<file path="src/rtl/text_console_writer_pkg.sv">
// Shared definitions for the text console writer: FSM states and control codes.
package text_console_writer_pkg;

  typedef enum logic [2:0] {
    StIdle,
    StWchr,
    StWatr,
    StScrRd,
    StScrWr,
    StScrClr,
    StCls
  } state_e;

  localparam logic [7:0] CodeCr = 8'h0D;
  localparam logic [7:0] CodeLf = 8'h0A;
  localparam logic [7:0] CodeBs = 8'h08;
  localparam logic [7:0] CodeFf = 8'h0C;

endpackage

</file>
<file path="src/rtl/text_console_writer.sv">
// Byte-stream writer for the text video RAM: prints characters, handles CR/LF/BS/FF,
// scrolls the screen up one row when the cursor runs off the bottom, and tracks the cursor cell.
module text_console_writer
  import text_console_writer_pkg::*;
#(
  parameter int unsigned COLS       = 80,
  parameter int unsigned ROWS       = 25,
  parameter logic [7:0]  BLANK_CHAR = 8'h20
) (
  input  logic        clock_25,
  input  logic        reset,
  input  logic [7:0]  in_data,
  input  logic        in_valid,
  output logic        in_ready,
  input  logic [7:0]  attr,
  output logic [11:0] vr_address,
  output logic [7:0]  vr_wdata,
  output logic        vr_we,
  input  logic [7:0]  vr_rdata,
  output logic [10:0] cursor,
  output logic        busy
);

  localparam logic [11:0] RowBytes    = 12'(COLS * 2);
  localparam logic [11:0] ScrollBytes = 12'((ROWS - 1) * COLS * 2);
  localparam logic [11:0] ScreenBytes = 12'(ROWS * COLS * 2);

  state_e      state_q;
  logic [4:0]  row_q;
  logic [6:0]  col_q;
  logic [10:0] cursor_q;
  logic [11:0] cnt_q;
  logic [11:0] addr_q;
  logic [7:0]  wdata_q;
  logic        we_q;
  logic [7:0]  attr_q;

  logic [10:0] col_ext;
  logic [4:0]  adv_row;
  logic [6:0]  adv_col;
  logic [10:0] adv_cursor;
  logic        adv_scroll;

  assign col_ext = {4'b0000, col_q};

  // Cursor advance after a printed character, including wrap and scroll detection.
  always_comb begin
    adv_scroll = 1'b0;
    adv_row    = row_q;
    adv_col    = col_q + 7'd1;
    adv_cursor = cursor_q + 11'd1;
    if (col_q == 7'(COLS - 1)) begin
      adv_col = 7'd0;
      if (row_q == 5'(ROWS - 1)) begin
        adv_scroll = 1'b1;
        adv_cursor = cursor_q - 11'(COLS - 1);
      end else begin
        adv_row = row_q + 5'd1;
      end
    end
  end

  // Main FSM: command decode, RAM sequencing and cursor bookkeeping.
  always_ff @(posedge clock_25) begin
    if (reset) begin
      state_q  <= StIdle;
      row_q    <= '0;
      col_q    <= '0;
      cursor_q <= '0;
      cnt_q    <= '0;
      addr_q   <= '0;
      wdata_q  <= '0;
      we_q     <= 1'b0;
      attr_q   <= '0;
    end else begin
      unique case (state_q)
        StIdle: begin
          we_q <= 1'b0;
          if (in_valid) begin
            attr_q <= attr;
            case (in_data)
              CodeCr: begin
                col_q    <= '0;
                cursor_q <= cursor_q - col_ext;
              end
              CodeLf: begin
                col_q    <= '0;
                cursor_q <= cursor_q - col_ext;
                if (row_q == 5'(ROWS - 1)) begin
                  state_q <= StScrRd;
                  cnt_q   <= '0;
                  addr_q  <= RowBytes;
                end else begin
                  row_q    <= row_q + 5'd1;
                  cursor_q <= cursor_q - col_ext + 11'(COLS);
                end
              end
              CodeBs: begin
                if (col_q != 7'd0) begin
                  col_q    <= col_q - 7'd1;
                  cursor_q <= cursor_q - 11'd1;
                end
              end
              CodeFf: begin
                state_q <= StCls;
                we_q    <= 1'b1;
                addr_q  <= '0;
                wdata_q <= BLANK_CHAR;
              end
              default: begin
                state_q <= StWchr;
                we_q    <= 1'b1;
                addr_q  <= {cursor_q, 1'b0};
                wdata_q <= in_data;
              end
            endcase
          end
        end
        StWchr: begin
          state_q <= StWatr;
          addr_q  <= {cursor_q, 1'b1};
          wdata_q <= attr_q;
        end
        StWatr: begin
          we_q     <= 1'b0;
          row_q    <= adv_row;
          col_q    <= adv_col;
          cursor_q <= adv_cursor;
          if (adv_scroll) begin
            state_q <= StScrRd;
            cnt_q   <= '0;
            addr_q  <= RowBytes;
          end else begin
            state_q <= StIdle;
          end
        end
        StScrRd: begin
          state_q <= StScrWr;
          we_q    <= 1'b1;
          addr_q  <= cnt_q;
        end
        StScrWr: begin
          if (cnt_q == ScrollBytes - 12'd1) begin
            state_q <= StScrClr;
            addr_q  <= ScrollBytes;
            wdata_q <= BLANK_CHAR;
          end else begin
            state_q <= StScrRd;
            we_q    <= 1'b0;
            cnt_q   <= cnt_q + 12'd1;
            addr_q  <= cnt_q + 12'd1 + RowBytes;
          end
        end
        StScrClr, StCls: begin
          if (addr_q == ScreenBytes - 12'd1) begin
            state_q <= StIdle;
            we_q    <= 1'b0;
            if (state_q == StCls) begin
              row_q    <= '0;
              col_q    <= '0;
              cursor_q <= '0;
            end
          end else begin
            addr_q  <= addr_q + 12'd1;
            // Even bytes are characters, odd bytes attributes.
            wdata_q <= addr_q[0] ? BLANK_CHAR : attr_q;
          end
        end
        default: state_q <= StIdle;
      endcase
    end
  end

  // RAM read data lands one cycle after its address, i.e. in the write cycle itself,
  // so the scroll copy forwards it straight through instead of through wdata_q.
  assign vr_wdata   = (state_q == StScrWr) ? vr_rdata : wdata_q;
  assign vr_address = addr_q;
  assign vr_we      = we_q;
  assign cursor     = cursor_q;
  assign in_ready   = (state_q == StIdle);
  assign busy       = (state_q != StIdle);

endmodule

</file>
<file path="config.mk">
export PLATFORM = sky130hd
export DESIGN_NAME = text_console_writer
export DESIGN_NICKNAME = d
export VERILOG_FILES = /design/src/rtl/text_console_writer_pkg.sv /design/src/rtl/text_console_writer.sv
export SDC_FILE = /design/constraint.sdc
export NUM_CORES = 1
export LEC_CHECK = 0
export CORE_MARGIN = 3
export CORE_UTILIZATION = 53
export DETAILED_ROUTE_END_ITERATION = 8
export PLACE_DENSITY = 0.78
export SLEW_MARGIN = 20
export SYNTH_ARGS = -nofsm -noshare
export SYNTH_HDL_FRONTEND = slang
export SYNTH_SLANG_ARGS = --single-unit
</file>
<file path="constraint.sdc">
create_clock -name clock_25 -period 3.1 [get_ports clock_25]
set_clock_uncertainty 0.15 [all_clocks]
set_input_delay 0.465 -clock clock_25 [delete_from_list [all_inputs] [get_ports clock_25]]
set_output_delay 0.465 -clock clock_25 [all_outputs]
set_load 0.05 [all_outputs]
</file>
==> flow_metrics.py <==
metrics = {
    "drt": {
        "vias_post_dr": 7159,
        "ant_nets": 0,
        "detail_route.vias_per_cell": 6.65,
        "drcViolationCount": 0,
        "postRouteWirelength_um": 20900,
        "drt-initial-drc-count": 845,
        "first_drt_pass_iteration_count": 5,
        "drt-wirelength-per-cell_um": 19.4,
    },
    "logic_synthesis": {
        "synthesized_net_count": 910,
        "netlist.top_cell.by_area": "sky130_fd_sc_hd__dfxtp_1",
        "yosys_warnings": 0,
        "synth-xor-area-share": 0.0497,
        "number_of_enable_type_register_cells_in_the_synthesized_netlist": 0,
        "asyncSetResetFlopFracSynth": 0,
        "synth_compound_gate_area_share": 0.307,
        "muxShareOfSynthArea": 0.0304,
        "synth.lib_cells_used.distinct": 92,
        "cell_count_after_synthesis": 864,
        "syn_area_mm2": 0.00617,
        "synth.most_common_cell": "sky130_fd_sc_hd__nand2_1",
        "yosys_reg_bits": 67,
        "synthesis.area_per_instance_um2": 7.14,
        "netlist_top_cells_area": "sky130_fd_sc_hd__dfxtp_1 22%, sky130_fd_sc_hd__a21oi_1 6.5%, sky130_fd_sc_hd__nand2_1 6.4%, sky130_fd_sc_hd__nor2_1 5.2%, sky130_fd_sc_hd__o21ai_0 4.0%",
        "dominantRegCellSynth": "sky130_fd_sc_hd__dfxtp_1",
        "synth_commonest_cells": "105 x sky130_fd_sc_hd__nand2_1, 86 x sky130_fd_sc_hd__nor2_1, 80 x sky130_fd_sc_hd__a21oi_1",
        "combinational_family_with_the_most_area_after_synthesis": "compound AO/OA/AOI/OAI gates",
        "netlist.area_leader.share": 0.217,
        "seq_area_frac_synth": 0.217,
        "synth_adder_area_share": 0.0414,
        "yosys.area_share.simple": 0.295,
    },
    "clocking": {
        "clock_tree.buffer_depth": 2,
        "cts_buffers": 9,
        "clock_latency_ps": 350,
        "tritoncts": "yes",
        "clk_pin_slew_ps": 60,
        "cts_num_sinks": 67,
        "holdBufCountCts": 0,
        "cts.htree.levels": 3,
        "cts_root_buffer": "sky130_fd_sc_hd__clkbuf_16",
    },
    "timing": {
        "timing.final.hold_violations": 0,
        "timing.final.crit_period_ps": 3000,
        "finalMaxSlewViolations": 0,
        "slew_headroom": 0.485,
        "fmax_mhz": 333,
        "finalSetupViolCount": 0,
        "whs_ps": 307,
        "finalWorstSetupSlack_ps": 99.0,
        "max_slew.worst_pin.slew_ps": 761,
        "fraction_of_the_cycle_the_final_worst_path_needs": 0.968,
    },
    "global_route": {
        "initial_antenna_violation_count": 0,
        "grt_start_max_net_pins": 39,
        "overflow": 0,
        "first_global_vias": 6686,
        "wire_length_of_the_first_global_routing_pass_um": 33600,
        "grt_usage": 0.319,
    },
    "power_and_ir_drop": {
        "total_leakage_power_nw": 2.90,
        "switchingPower_uw": 982,
        "combPwrFrac": 0.297,
        "reg_power_frac": 0.329,
        "vdd_drop_max_mv": 0.299,
        "pwr-share-clk": 0.374,
        "intPower_mw": 1.92,
        "powerDensity_mw_per_mm2": 377,
        "sw_frac_of_total": 0.338,
    },
    "flow_run": {
        "max_cap_viol_count": 0,
    },
    "final_layout": {
        "multi_input_area_mm2": 0.00460,
        "finalNetCount": 977,
        "final_layout_size_suffix_gt1_frac": 0.153,
        "antenna_cells": 0,
        "syn_to_final_growth_pct": 24.8,
        "area.sequential_mm2": 0.00136,
        "nFillCells": 988,
    },
    "setup_path": {
        "crit_type": "register to register",
        "critPathMaxFanout": 4,
        "worstSetupStartpointType": "register",
        "worstPathBufferInverterCount": 2,
        "critical_path.top_delay_family": "compound AO/OA/AOI/OAI gates",
        "worst_setup_path_end_kind": "register",
        "critPathSlowestCell": "sky130_fd_sc_hd__dfxtp_4",
        "critical_path_cell_list": "inv_4, ha_2, fa_2, nand2b_4, a21oi_4, xor2_2, ha_4, inv_2, a311oi_4, o311ai_4, or2_1, and3_1, o31ai_1",
        "critical_path.max_stage_delay_ps": 350,
        "cp.required_ps": 3210,
        "crit_arrival_ps": 3110,
    },
    "hold_path": {
        "kind_of_path_behind_the_tightest_hold_check": "register to register",
    },
    "floorplanning": {
        "floorplan.die.height_um": 114,
        "floorplan.core_area_mm2": 0.0111,
        "std_cell_rows": 38,
        "design.die.area_mm2": 0.0130,
        "num_io_pins": 61,
        "die_w_um": 114,
        "initial_core_utilization": 0.555,
    },
    "placement": {
        "hpwl_um": 15500,
        "gp_congestion": 0.968,
        "port-buffer-count": 60,
        "preCtsSetupSlack_ps": -11.6,
    },
    "status": {
        "outcome": "finished clean",
    },
}
metrics by stage:
step	TNS [ps]	power [mW]	area [µm²]	instances	utilization
after detailed placement	-11.6	1.79	7250	1056	0.652
after global routing	-8.50	3.00	7700	1076	0.693
after CTS	0	2.87	7560	1072	0.679
after floorplan	0	1.50	6210	864	-
after global placement	0	1.78	7250	1056	0.652
final	0	2.91	7700	1076	0.693
tightest hold or removal path, stage by stage, from the launching register on:
cell	delay [ps]
sky130_fd_sc_hd__dfxtp_1	310
sky130_fd_sc_hd__nand2_1	50
sky130_fd_sc_hd__a21oi_1	50
placed cells by master (no fill, tap or decap), types with 5 or more instances in the layout:
cell                              count
sky130_fd_sc_hd__nand3b_1            10
sky130_fd_sc_hd__nand3_1             31
sky130_fd_sc_hd__clkbuf_16            9
sky130_fd_sc_hd__a21o_1               6
sky130_fd_sc_hd__dfxtp_1             60
sky130_fd_sc_hd__nor2b_1              7
sky130_fd_sc_hd__or3_1                9
sky130_fd_sc_hd__a211o_1              6
sky130_fd_sc_hd__xnor2_1             22
sky130_fd_sc_hd__buf_4               60
sky130_fd_sc_hd__o22ai_1              8
sky130_fd_sc_hd__nand4_1             12
sky130_fd_sc_hd__a21oi_1             78
sky130_fd_sc_hd__a211oi_1            10
sky130_fd_sc_hd__o31ai_1              7
sky130_fd_sc_hd__a22oi_1             12
sky130_fd_sc_hd__o221ai_1             5
sky130_fd_sc_hd__ha_1                13
sky130_fd_sc_hd__and2_1               8
sky130_fd_sc_hd__nor3_1              25
sky130_fd_sc_hd__a31oi_1             10
sky130_fd_sc_hd__and3_1              10
sky130_fd_sc_hd__dfxtp_2              5
sky130_fd_sc_hd__buf_12              11
sky130_fd_sc_hd__inv_1               22
sky130_fd_sc_hd__clkdlybuf4s50_1     49
sky130_fd_sc_hd__a221oi_1            11
sky130_fd_sc_hd__o32ai_1              5
sky130_fd_sc_hd__nand2_1            105
sky130_fd_sc_hd__nand2b_1            10
sky130_fd_sc_hd__o21a_1               5
sky130_fd_sc_hd__nor2_1              86
sky130_fd_sc_hd__nor4_1               6
sky130_fd_sc_hd__mux2i_1             12
sky130_fd_sc_hd__xor2_1              12
sky130_fd_sc_hd__o21ai_0             49
sky130_fd_sc_hd__o2111ai_1            5
final timing paths:
| check | to | start | slack (ps) | cells after the start |
|---|---|---|---|---|
| setup / recovery | cursor[8]$_SDFFE_PP0P_ | cursor[0]$_SDFFE_PP0P_ | 100 | 13 |
| setup reg to reg | cursor[8]$_SDFFE_PP0P_ | cursor[0]$_SDFFE_PP0P_ | 100 | 13 |
| hold / removal | wdata_q[4]$_SDFFE_PP0P_ | wdata_q[4]$_SDFFE_PP0P_ | 310 | 2 |
| hold reg to reg | wdata_q[4]$_SDFFE_PP0P_ | wdata_q[4]$_SDFFE_PP0P_ | 310 | 2 |
kinds of logic after synthesis:
group,after synthesis
mux,16
fa+ha+maj,20
simple gates,357
buf+inv,91
compound gates,278
xor+xnor,35
flops,67
registers in the layout, summed over array words and instances (netlist names):
register    cells
cnt_q          12
row_q           5
col_q           7
attr_q          8
vr_we           1
cursor         11
wdata_q         8
state_q         3
vr_address     12
per-layer routing:
metal / GRT usage / vias to the layer above / share of wire
met2: 0.512 / 377 / 0.47
met1: 0.439 / 3398 / 0.42
met5: 0 / - / 0
met4: 0.104 / 0 / 0.018
li1: - / 3346 / -
met3: 0.0504 / 38 / 0.092
power groups by stage:
stage	Combinational [mW]	Sequential, mW	Clock, mW
3_5_place_dp	0.823	0.971	0
4_1_cts	0.829	0.952	1.09
2_1_floorplan	0.483	1.02	0
3_3_place_gp	0.807	0.968	0
6_report	0.864	0.954	1.09
5_1_grt	0.921	0.960	1.12
timing repair:
| item | CTS | global route |
|---|---|---|
| gates resized for setup | 0 | 24 |
| setup buffers | 0 | 4 |
| setup endpoints to repair | 0 | 2 |
final cells by class:
class,instances,share of cell area
sequential,67,0.176
multi-input combinational,706,0.597
inverter,26,0.0130
tap,140,0.0227
clock buffer,12,0.0333
timing repair buffer,121,0.151
clock inverter,4,0.00633
No activity file was read; power rests on OpenSTA's default activity.
